## config.mk

```make
export PLATFORM = sky130hd
export DESIGN_NAME = text_buffer_uart_dump
export DESIGN_NICKNAME = d
export VERILOG_FILES = /design/src/rtl/text_buffer_uart_dump.sv
export SDC_FILE = /design/constraint.sdc
export NUM_CORES = 1
export LEC_CHECK = 0
export BUFFER_PORTS_ARGS = -buffer_cell sky130_fd_sc_hd__buf_2
export CAP_MARGIN = 20
export CORE_UTILIZATION = 50
export DETAILED_ROUTE_END_ITERATION = 16
export PLACE_DENSITY_LB_ADDON = 0.3
export SYNTH_ARGS = -nofsm -noshare
export SYNTH_HDL_FRONTEND = slang
export SYNTH_SLANG_ARGS = --single-unit
```

## constraint.sdc

```tcl
create_clock -name clk -period 5.1 [get_ports clk]
set_input_delay 1.02 -clock clk [delete_from_list [all_inputs] [get_ports clk]]
set_output_delay 1.02 -clock clk [all_outputs]
set_load 0.05 [all_outputs]
```

## src/rtl/text_buffer_uart_dump.sv

```systemverilog
// text_buffer_uart_dump
//   Streams the whole text buffer out of a UART, row-major, one 8N1 frame
//   per cell with CR/LF after every row. Non-printable codes become spaces.
//
// Ports
//   clk        system clock, all logic on the rising edge
//   reset      synchronous, active-high
//   dump_start single-cycle request, ignored while a dump is running
//   rd_x/rd_y  text buffer read address (column/row)
//   rd_char    buffer data, valid one cycle after the address
//   tx         UART serial output, idle high
//   busy       high while a dump is in progress
//   done       one-cycle pulse after the final stop bit
//
// CLKS_PER_BIT must be at least 3.
module text_buffer_uart_dump #(
  parameter int CLKS_PER_BIT = 868,
  parameter int COLS         = 80,
  parameter int ROWS         = 30
) (
  input  logic       clk,
  input  logic       reset,
  input  logic       dump_start,
  output logic [6:0] rd_x,
  output logic [4:0] rd_y,
  input  logic [7:0] rd_char,
  output logic       tx,
  output logic       busy,
  output logic       done
);

  localparam int CNT_W = (CLKS_PER_BIT > 1) ? $clog2(CLKS_PER_BIT) : 1;
  localparam logic [CNT_W-1:0] BIT_LAST = CNT_W'(CLKS_PER_BIT - 1);
  localparam logic [6:0] X_LAST = 7'(COLS - 1);
  localparam logic [4:0] Y_LAST = 5'(ROWS - 1);

  typedef enum logic [3:0] {
    IDLE, ADDR, CAPTURE, START, DATA, STOP, CR, LF, FIN
  } state_t;

  typedef enum logic [1:0] {K_CELL, K_CR, K_LF} kind_t;

  state_t           r_state, w_next;
  kind_t            r_kind;
  logic [CNT_W-1:0] r_cnt;
  logic [CNT_W-1:0] w_stop_last;
  logic [2:0]       r_bit;
  logic [7:0]       r_shift;
  logic [7:0]       w_filt;
  logic [6:0]       r_x;
  logic [4:0]       r_y;
  logic             w_bit_end;
  logic             w_stop_end;
  logic             w_x_last;
  logic             w_y_last;

  assign rd_x      = r_x;
  assign rd_y      = r_y;
  assign w_x_last  = (r_x == X_LAST);
  assign w_y_last  = (r_y == Y_LAST);
  assign w_bit_end = (r_cnt == BIT_LAST);
  assign w_filt    = (rd_char < 8'h20 || rd_char > 8'h7E) ? 8'h20 : rd_char;

  // The STOP state is cut short by the number of tx-high cycles spent in the
  // states that follow (ADDR+CAPTURE = 2, CR or LF = 1, FIN = 0), so the line
  // sees exactly CLKS_PER_BIT high cycles and frames run back to back.
  always_comb begin
    w_stop_last = BIT_LAST;
    case (r_kind)
      K_CELL:  w_stop_last = w_x_last ? BIT_LAST - CNT_W'(1) : BIT_LAST - CNT_W'(2);
      K_CR:    w_stop_last = BIT_LAST - CNT_W'(1);
      K_LF:    w_stop_last = w_y_last ? BIT_LAST : BIT_LAST - CNT_W'(2);
      default: w_stop_last = BIT_LAST;
    endcase
  end

  assign w_stop_end = (r_cnt == w_stop_last);

  always_ff @(posedge clk) begin
    if (reset) r_state <= IDLE;
    else       r_state <= w_next;
  end

  always_comb begin
    w_next = r_state;
    tx     = 1'b1;
    busy   = 1'b1;
    done   = 1'b0;
    case (r_state)
      IDLE: begin
        busy = 1'b0;
        if (dump_start) w_next = ADDR;
      end
      ADDR:    w_next = CAPTURE;
      CAPTURE: w_next = START;
      START: begin
        tx = 1'b0;
        if (w_bit_end) w_next = DATA;
      end
      DATA: begin
        tx = r_shift[0];
        if (w_bit_end && r_bit == 3'd7) w_next = STOP;
      end
      STOP: begin
        if (w_stop_end) begin
          case (r_kind)
            K_CELL:  w_next = w_x_last ? CR : ADDR;
            K_CR:    w_next = LF;
            K_LF:    w_next = w_y_last ? FIN : ADDR;
            default: w_next = IDLE;
          endcase
        end
      end
      CR:  w_next = START;
      LF:  w_next = START;
      FIN: begin
        busy   = 1'b0;
        done   = 1'b1;
        w_next = IDLE;
      end
      default: w_next = IDLE;
    endcase
  end

  always_ff @(posedge clk) begin
    if (reset) begin
      r_cnt   <= '0;
      r_bit   <= '0;
      r_shift <= '0;
      r_kind  <= K_CELL;
      r_x     <= '0;
      r_y     <= '0;
    end else begin
      r_cnt <= '0;
      case (r_state)
        IDLE: begin
          if (dump_start) begin
            r_x <= '0;
            r_y <= '0;
          end
        end
        CAPTURE: begin
          r_shift <= w_filt;
          r_kind  <= K_CELL;
        end
        CR: begin
          r_shift <= 8'h0D;
          r_kind  <= K_CR;
        end
        LF: begin
          r_shift <= 8'h0A;
          r_kind  <= K_LF;
        end
        START: begin
          r_bit <= '0;
          if (!w_bit_end) r_cnt <= r_cnt + CNT_W'(1);
        end
        DATA: begin
          if (w_bit_end) begin
            r_bit   <= r_bit + 3'd1;
            r_shift <= {1'b0, r_shift[7:1]};
          end else begin
            r_cnt <= r_cnt + CNT_W'(1);
          end
        end
        STOP: begin
          if (w_stop_end) begin
            case (r_kind)
              K_CELL: begin
                if (!w_x_last) r_x <= r_x + 7'd1;
              end
              K_LF: begin
                r_x <= '0;
                if (!w_y_last) r_y <= r_y + 5'd1;
              end
              default: ;
            endcase
          end else begin
            r_cnt <= r_cnt + CNT_W'(1);
          end
        end
        default: ;
      endcase
    end
  end

endmodule

```

==> impl_metrics.yaml <==
clock_tree:
  clk_path_buf_depth: 2
  cts_tree: "yes"
  cts.sinks: 39
  clkSlewWorstSetupHoldPaths_ps: 70
  cts_hold_buf: 0
  h-tree-depth: 2
  post_cts_resized: 0
  clock_latency_ps: 280
  clock-root-buffer: "clkbuf_8"
  cts_buffers: 5
  cts_setup_buffers: 0
run_status:
  outcome: "complete, no violations"
place:
  pre_cts_ws_ps: 2480
  place_inst: 345
  gp_congestion: 0.855
  place_hpwl_um: 3610
  placedInstanceArea_um2: 2440
  portBuffers: 25
finish:
  nets: 317
  nFillCells: 396
  stdcell_count: 352
  seq_area_um2: 781
  multi_input_area_um2: 1430
  n_antenna_cell: 0
  area_growth_pct: 10.3
  drive_gt1_share_pct: 14.3
  fin_area_um2: 2540
  layout_commonest_cell: "dfxtp_1"
  mostFrequentLayoutCells: "39 x dfxtp_1, 36 x nor2_1, 25 x buf_2"
global_route:
  grt_pass1_vias: 1871
  grt_start_max_net_pins: 26
  track_usage_pct: 20.9
  grt_pass1_wl_um: 8440
  antenna_found_initial: 0
  overflow: 0
sta:
  rsz0062_at_grt: "false"
  final.period_utilization_pct: 55.9
  tns_ps: 0
  final-hold-violation-count: 0
  drv_slew: 0
  clock_skew_ps: 7.38
  setup_violations: 0
  tightest_slew_ps: 836
  setup_ws_ps: 2250
  slew_headroom_pct: 44.0
  whs_ps: 474
  timing.fmax_mhz: 351
  min_period_ps: 2850
yosys:
  syn_nets: 298
  synth_edf_count: 0
  postSynthCellCount: 281
  synthFlopType: "dfxtp_1"
  synth_cell_type_count: 53
  async_reset_ff_share_pct: 0
  ys.warnings.count: 0
  ys_ff_latch: 39
  syn_area_um2: 2300
  synth_area_per_cell_um2: 8.20
  seq_area_frac_synth_pct: 33.9
critical_path:
  critical_path_class: "reg2out"
  critPathRequiredTime_ps: 4080
  cp_max_fo: 10
  start_kind: "flip-flop"
  r2r_slack_ps: 2650
  crit_path_end_kind: "output port"
  worstPathArrival_ps: 1830
die:
  dieArea_um2: 4880
  fp.coreArea_um2: 4380
  fp.dieH_um: 69.9
  start_util_pct: 52.6
  num_rows: 24
  io_pins: 26
  die_w_um: 69.9
routing:
  avgViaCountPerCell: 5.91
  wl_um: 4930
  detail_route.wl_per_cell_um: 14.0
  drt_iter0_drc: 111
  vias: 2080
  first_pass_iters: 4
  drcViolationCount: 0
  ant_nets: 0
power_and_ir_drop:
  ir_drop_uv: 214
  power.density_nw_per_um2: 362
  static-leakage-power_uw: 0.000943
run:
  cap_violations: 0
worst_hold_path:
  min_path_type: "reg2reg"
-- per-layer routing --
metal	up-vias	share of wire, %	track usage [%]
li1	1064	-	-
met1	970	45	26.6
met2	40	50	35.1
met3	6	4.0	4.62
met4	0	1.2	6.44
met5	-	0	0
-- cell families after synthesis --
| family | Yosys count | share of synthesized area [%] |
|---|---|---|
| AOI/OAI and AO/OA | 57 | 18.5 |
| adders and majority gates | 6 | 3.26 |
| buffers and inverters | 23 | 4.02 |
| muxes | 8 | 3.47 |
| and+or+nand+nor | 140 | 33.8 |
| DFF | 39 | 33.9 |
| xor gates and xnor gates | 8 | 3.04 |
-- critical path: stages, from the launching register on --
cell	delay [ps]
dfxtp_1	510
clkinv_1	310
nand2_1	210
nor3_1	60
o21ai_0	180
buf_2	290
-- flip-flops by register name, summed over array words and instances, names as in the netlist --
register / cells
r_cnt: 10
r_shift: 8
rd_x: 7
rd_y: 5
r_state: 4
r_bit: 3
r_kind: 2
-- final cells by class --
type	instances	area share [%]
Tap cell	52	2.56
Inverter	10	1.48
Sequential cell	39	30.7
Multi-Input combinational cell	219	56.3
Clock inverter	1	1.18
Clock buffer	6	2.85
Timing Repair Buffer	25	4.92
-- synthesized netlist by cell type, drive strengths merged, types with 2 or more instances --
cell | count | area [µm²]
and3 | 7 | 43.8
nor3 | 10 | 60.1
dfxtp | 39 | 781
nor4b | 3 | 56.3
ha | 6 | 75.1
a211o | 2 | 17.5
nor3b | 3 | 22.5
inv | 9 | 33.8
or3 | 10 | 67.6
nand3 | 18 | 90.1
mux2i | 8 | 80.1
nor2 | 36 | 135
o21ai | 6 | 30.0
and3b | 2 | 17.5
xor2 | 3 | 26.3
clkbuf | 9 | 35.0
o31ai | 2 | 25.0
and2 | 2 | 12.5
nor2b | 6 | 37.5
buf | 4 | 20.0
xnor2 | 5 | 43.8
a2111oi | 2 | 42.5
a21oi | 17 | 85.1
o211ai | 4 | 30.0
a311oi | 3 | 26.3
a211oi | 8 | 60.1
nand2b | 4 | 25.0
o21a | 3 | 22.5
nand2 | 21 | 78.8
nand4 | 10 | 62.6
nor4 | 2 | 12.5
-- power breakdown --
group	switching (µW)	total (µW)	internal (µW)
sequential	49.6	380	331
combinational	187	296	109
clock	101	244	143
total	338	921	583
-- final timing paths --
path	startpoint	endpoint	depth (start not counted)
worst max-delay path	r_state[0]$_SDFFE_PP0P_	tx	5
worst min-delay path	r_bit[2]$_SDFFE_PP0P_	r_bit[2]$_SDFFE_PP0P_	2
worst max register to register	r_state[1]$_SDFFE_PP0P_	rd_x[2]$_SDFFE_PP0P_	5
worst min register to register	r_bit[2]$_SDFFE_PP0P_	r_bit[2]$_SDFFE_PP0P_	2
-- stage by stage --
stage               util [%]  total power, µW
floorplan                  -              622
global placement        55.7              678
detailed placement      55.7              683
CTS                     58.0              932
global route            58.0              974
finish                  58.0              921
No activity file was read; power rests on OpenSTA's default activity.
